[src/rtl/counter_arbiter.sv]
// rtl/counter_arbiter.sv - round-robin owner of a shared external 4-bit up-counter
//
// Grants one requester at a time, clears the shared counter, enables it until
// it reaches that requester's latched target length, then pulses done.
//
// Ports:
//   clk         rising-edge clock
//   reset       synchronous, active-high
//   req         per-requester request level, held until done or abort
//   req_len     target count for requester i at bits [4i+3:4i]
//   gnt         one-hot grant, zero when idle
//   done        one-cycle completion pulse to the granted requester
//   err         one-cycle pulse when the counter overshot the target
//   busy        high whenever a job is in progress
//   cnt_reset   synchronous clear to the counter
//   cnt_enable  increment enable to the counter
//   cnt_value   registered value returned by the counter
module counter_arbiter #(
  parameter int NREQ = 4
) (
  input  logic              clk,
  input  logic              reset,
  input  logic [NREQ-1:0]   req,
  input  logic [4*NREQ-1:0] req_len,
  output logic [NREQ-1:0]   gnt,
  output logic [NREQ-1:0]   done,
  output logic              err,
  output logic              busy,
  output logic              cnt_reset,
  output logic              cnt_enable,
  input  logic [3:0]        cnt_value
);

  localparam int IW = (NREQ > 1) ? $clog2(NREQ) : 1;

  typedef enum logic [1:0] {IDLE, CLEAR, RUN, DONE} state_t;

  state_t        state;
  logic [IW-1:0] last;
  logic [IW-1:0] g;
  logic [3:0]    len_q;

  logic [IW-1:0] pick;
  logic [3:0]    pick_len;
  logic          found;

  function automatic logic [NREQ-1:0] onehot(input logic [IW-1:0] idx);
    onehot      = '0;
    onehot[idx] = 1'b1;
  endfunction

  // Round-robin search: first set request starting just above the last
  // served index, wrapping modulo NREQ. The last index itself is searched
  // last, so a lone requester can still be re-granted.
  always_comb begin
    pick     = '0;
    pick_len = '0;
    found    = 1'b0;
    for (int i = 1; i <= NREQ; i++) begin
      if (!found && req[(int'(last) + i) % NREQ]) begin
        found    = 1'b1;
        pick     = IW'((int'(last) + i) % NREQ);
        pick_len = req_len[((int'(last) + i) % NREQ) * 4 +: 4];
      end
    end
  end

  // The counter is cleared during reset as well, so it is never left with a
  // stale value from an interrupted job.
  assign cnt_reset  = reset || (state == CLEAR);

  // Enable stops at the target, so a target of 15 never wraps the counter.
  assign cnt_enable = (state == RUN) && (cnt_value < len_q);

  always_ff @(posedge clk) begin
    if (reset) begin
      state <= IDLE;
      last  <= IW'(NREQ - 1);
      g     <= '0;
      len_q <= '0;
      gnt   <= '0;
      done  <= '0;
      err   <= 1'b0;
      busy  <= 1'b0;
    end else begin
      done <= '0;
      err  <= 1'b0;
      case (state)
        IDLE: begin
          if (found) begin
            g     <= pick;
            len_q <= pick_len;
            gnt   <= onehot(pick);
            busy  <= 1'b1;
            state <= CLEAR;
          end
        end
        CLEAR: begin
          state <= RUN;
        end
        RUN: begin
          // Abort takes priority: a withdrawn request never sees done.
          if (!req[g]) begin
            last  <= g;
            gnt   <= '0;
            busy  <= 1'b0;
            state <= IDLE;
          end else if (cnt_value >= len_q) begin
            done  <= onehot(g);
            err   <= (cnt_value > len_q);
            state <= DONE;
          end
        end
        DONE: begin
          last  <= g;
          gnt   <= '0;
          busy  <= 1'b0;
          state <= IDLE;
        end
        default: begin
          gnt   <= '0;
          busy  <= 1'b0;
          state <= IDLE;
        end
      endcase
    end
  end

endmodule

[config.mk]
export PLATFORM = sky130hd
export DESIGN_NAME = counter_arbiter
export DESIGN_NICKNAME = d
export VERILOG_FILES = /design/src/rtl/counter_arbiter.sv
export SDC_FILE = /design/constraint.sdc
export NUM_CORES = 1
export LEC_CHECK = 0
export ABC_CLOCK_PERIOD_IN_PS = 3800
export CAP_MARGIN = 30
export CORE_MARGIN = 4
export CORE_UTILIZATION = 50
export CTS_BUF_LIST = sky130_fd_sc_hd__clkbuf_4
export DETAILED_ROUTE_END_ITERATION = 10
export GPL_ROUTABILITY_DRIVEN = 1
export PLACE_DENSITY = 0.79
export SETUP_SLACK_MARGIN = 0.2
export SLEW_MARGIN = 20
export SYNTH_ARGS = -nofsm -noshare
export SYNTH_HDL_FRONTEND = slang
export SYNTH_SLANG_ARGS = --single-unit
export TNS_END_PERCENT = 10
[constraint.sdc]
create_clock -name clk -period 3.8 [get_ports clk]
set_input_delay 0.76 -clock clk [delete_from_list [all_inputs] [get_ports clk]]
set_output_delay 0.76 -clock clk [all_outputs]
set_load 0.05 [all_outputs]
# Word-level counts from Yosys, hierarchy flattened
# Index checks and enable logic that the tools add are counted.
# Widths: inputs -> output; s select.
[op_classes]
shifts = 4
addsub = 4
n_lt_le_gt_ge = 11
bitwise_logic = 7
n_eq_ne = 6
n_mux = 42
reduce_logical = 22
[op_table]
columns = ["op", "n"]
rows = [
  ["$shiftx 16x5->4", 4],
  ["$mux 4", 6],
  ["$mux 1", 17],
  ["$lt 3x4->1 const B", 4],
  ["$mux 2", 8],
  ["$pmux 4 s3", 1],
  ["$bmux 1 s2", 5],
  ["$pmux 2 s4", 1],
  ["$reduce_or 2->1", 4],
  ["$logic_and 1x1->1", 6],
  ["$lt 2x3->1 const B", 2],
  ["$reduce_and 2->1", 3],
  ["$add 2x1->2 const B", 2],
  ["$add 2x2->2 const B", 2],
  ["$and 1x1->1 const A", 4],
  ["$demux 1 s2", 2],
  ["$eq 2x2->1 const B", 2],
  ["$ge 2x1->1 const B", 2],
  ["$ge 4x4->1", 1],
  ["$gt 4x4->1", 1],
  ["$lt 4x4->1", 1],
  ["$ne 2x2->1 const B", 2],
  ["$pmux 2 s2", 1],
  ["$reduce_or 4->1", 1],
  ["other kinds (10)", 14],
]
[totals]
output_inout_bits = 12
inputBits = 26
word_cells = 104
reg_bits = 20

# Logic depth before layout (Yosys ltp)
[depth]
word_depth = 22
depth_mapped = 7
mapped_depth_nobuf = 7

# Worst setup path after synthesis
# Ideal clock, no wire load.
[synth_path]
kind = "input -> output"
from = "input cnt_value[1]"
to = "output cnt_enable"
t_required_ns = 3.040
path_buffers = 0
path_stages = 5
slack_ns = -0.094
arrival_time_ns = 3.134
path_cell_list = "ha_1 -> nor2b_1 -> o21a_1 -> o21a_1 -> nor4b_1"
[synth_between]
elab_chain_len = 2
[synth_lines]
columns = ["item", "line", "source"]
rows = [
  ["from (decl)", "31", "input logic [3:0] cnt_value"],
  ["$lt 4x4->1", "73", "assign cnt_enable = (state == RUN) && (cnt_value < len_q);"],
  ["$logic_and 1x1->1", "73", ""],
  ["to (decl)", "30", "output logic cnt_enable,"],
]
# No other way between the ends.

# Final worst setup path
# Same ends and word-level chain as after synthesis.

==> results by group <==
Clocking
  • Hold buffer count at CTS: 0
  • # Post-CTS Setup Buffers: 0
  • CTS max path bufs: 2
  • TritonCTS buffer count: 3
  • CTS Root Cell: clkbuf_4
  • CTS clock-pin slew for the worst setup and hold paths: 120 ps
  • Post-cts repair resize count: 0
  • Worst-Skew Late Latency: a little over 300 ps
  • Sink Count: 20
  • CTS tree: built
  • H-tree depth: 1

Die
  • Initial Util: 51.6%
  • # rows: 21
  • Die area: 4450 um2
  • CORE AREA: 3340 um2
  • Die height: between 60 and 70 um
  • Die W: 66.7 um
  • I/O pin cnt: 38

Layout
  • # nets final: 267
  • Highest-count cells in the layout ignoring fill and taps: 36 x clkdlybuf4s50_1, 20 x dfxtp_1, 17 x nand2_1, 15 x nor2_1
  • Sequential Area: 400 um2
  • Ant diodes: 0
  • Filler instances: 304
  • Commonest non-fill, non-tap cell in the layout: clkdlybuf4s50_1
  • Area of the multi-input gates: around 1200 um2
  • Layout cells sized above 1: between 10% and 20%
  • Synthesis-to-layout area growth: 24.9%

Detailed routing
  • DRT iter0 DRCs: 161
  • Vias per cell: 6.04
  • TritonRoute pass-1 iters: 4
  • WL/cell: 14.5 um
  • Vias: approximately 1,700
  • Antenna Nets Post-Route: 0
  • Post-route DRC: 0
  • Total wire length: roughly 4100 um

Pwr
  • Power per cell area: 342 nW/um2
  • Max VDD drop: 252 uV
  • Leakage: roughly 0.82 nW

Global route
  • Vias in the first global route: 1,557
  • GRT Resource Usage Total: 19.6%
  • Global route overflow: 0
  • First-pass GRT wire length: 6910 um
  • Antenna violations before repair: 0
  • Largest net degree at the start of global routing: 44

Yosys
  • Seq/Total Area, Yosys: 23.3%
  • Post-synthesis register bit count: 20
  • Average cell area after synthesis: 8.36 um2
  • FFs w/ async S/R, synth: 0%
  • Area leader, netlist: dfxtp_1
  • Number of synthesized flops with an enable pin: 0
  • Ys Warns: 0
  • Area contributors post-synth: dfxtp_1 23%, mux2_2 5.2%, mux2i_1 4.7%, nand2_1 3.7%, nor2_1 3.3%
  • Cells after Synth: 206
  • Main flop type after synthesis: dfxtp_1
  • Post-synth cell types: 54
  • Syn Nets: between 200 and 250
  • Post-Syn Area: 1720 um2
  • Share of the synthesized area in the top cell type: 23.3%

Setup path
  • CP Cell Sequence: clkdlybuf4s50_1 -> ha_1 -> nor2b_1 -> o21a_1 -> o21a_1 -> nor4b_2 -> buf_12
  • WP buf/inv: 2
  • Critical Path Max Stage Delay: 400 ps
  • Critical Path Fanout Max: 4
  • Worst EP arrival: around 2500 ps
  • Critical path data required time: 3040 ps
  • Critical path capture point type: primary output
  • Slowest-stage cell, CP: clkdlybuf4s50_1
  • CP top delay family: buffers and inverters
  • Most Frequent Cell on Critical Path: o21a_1
  • Crit start category: primary input
  • Setup CP Type: primary input to primary output

STA
  • Slew margin rel.: 57.4%
  • TNS Setup: 0 ps
  • Worst clock skew: 18.8 ps
  • Tcrit/Tclk final: between 80% and 90%
  • Setup-failing EPs final: 0
  • Worst-margin pin slew: 638 ps
  • Min cycle time layout: between 3000 and 4000 ps
  • Unrepaired setup endpoints after global routing: no
  • Slew Limit Fails: 0
  • F_max: 309 MHz
  • PnR worst setup slack: between 500 and 600 ps
  • Fin. Hold Viols: 0

Outcome
  • Outcome: complete, no violations

Flow run
  • Max cap viols: 0

Worst hold path
  • Min-Delay Path Class: flip-flop to flip-flop

Placement
  • Final GP Congestion: 0.843
  • Pre-CTS setup slack: 560 ps
  • PortBufs: 37
  • Hpwl dp: 3020 um
## where the power goes
group | leakage (nW) | switching (W) | internal (W)
sequential | 0.164 | 0.0000251 | 0.000231
clock | 0.0279 | 0.0000671 | 0.000107
combinational | 0.631 | 0.000162 | 0.000144
## path summary, 6_finish.rpt
kind              slack [ps]          to  depth (start not counted)          from
hold reg to reg          500      gnt[0]                          1        gnt[0]
setup reg to reg        1720    len_q[2]                          6       last[0]
setup / recovery         570  cnt_enable                          7  cnt_value[1]
hold / removal           500      gnt[0]                          1        gnt[0]
## cells by family (layout without fill, tap and decap cells)
family | count (synthesis) | in the layout | synth area share [%]
buffers and inverters | 20 | 50 | 6.76
and+or+nand+nor | 79 | 79 | 26.6
AOI/OAI and AO/OA | 65 | 65 | 27.8
muxes | 18 | 18 | 12.7
DFF | 20 | 20 | 23.3
adders and majority gates | 4 | 4 | 2.91
## Yosys cell counts (5+ instances only)
library cell	count
a21oi_1	6
a22oi_1	7
a31oi_1	5
buf_2	8
dfxtp_1	20
inv_1	5
mux2_2	8
mux2i_1	8
nand2_1	17
nand2b_1	5
nand3b_1	7
nor2_1	15
nor2b_1	5
nor3_1	5
o21a_1	5
o21ai_0	5
o22ai_1	8
## layout make-up
cell class | count | share of cell area [%]
well taps | 46 | 2.68
clock inverters | 1 | 1.40
repair buffers | 41 | 19.1
clock buffers | 3 | 1.05
multi-input cells | 166 | 56.3
flip-flops and latches | 20 | 18.6
inverters | 5 | 0.873
## flip-flops by register name, summed over array words and instances, names as in the netlist
name,cells
busy,1
done,4
err,1
g,2
gnt,4
last,2
len_q,4
state,2
## through the flow
step	utilization, %	instances	hold WS, ps	power, W	instance area (um2)
finish	64.5	282	498	0.000736	2150
global route	64.5	282	514	0.000785	2150
CTS	64.5	282	500	0.000740	2150
detailed placement	62.9	278	461	0.000566	2100
global placement	62.9	278	469	0.000561	2100
floorplan	-	206	495	0.000482	1730
## layer usage
metal,vias to the layer above,wire [um],track usage [%]
met4,0,10,3.30
met2,50,1920,33.2
met5,-,0,0
met1,798,1880,25.3
li1,851,-,-
met3,3,276,4.72
No activity file was read; power rests on OpenSTA's default activity.
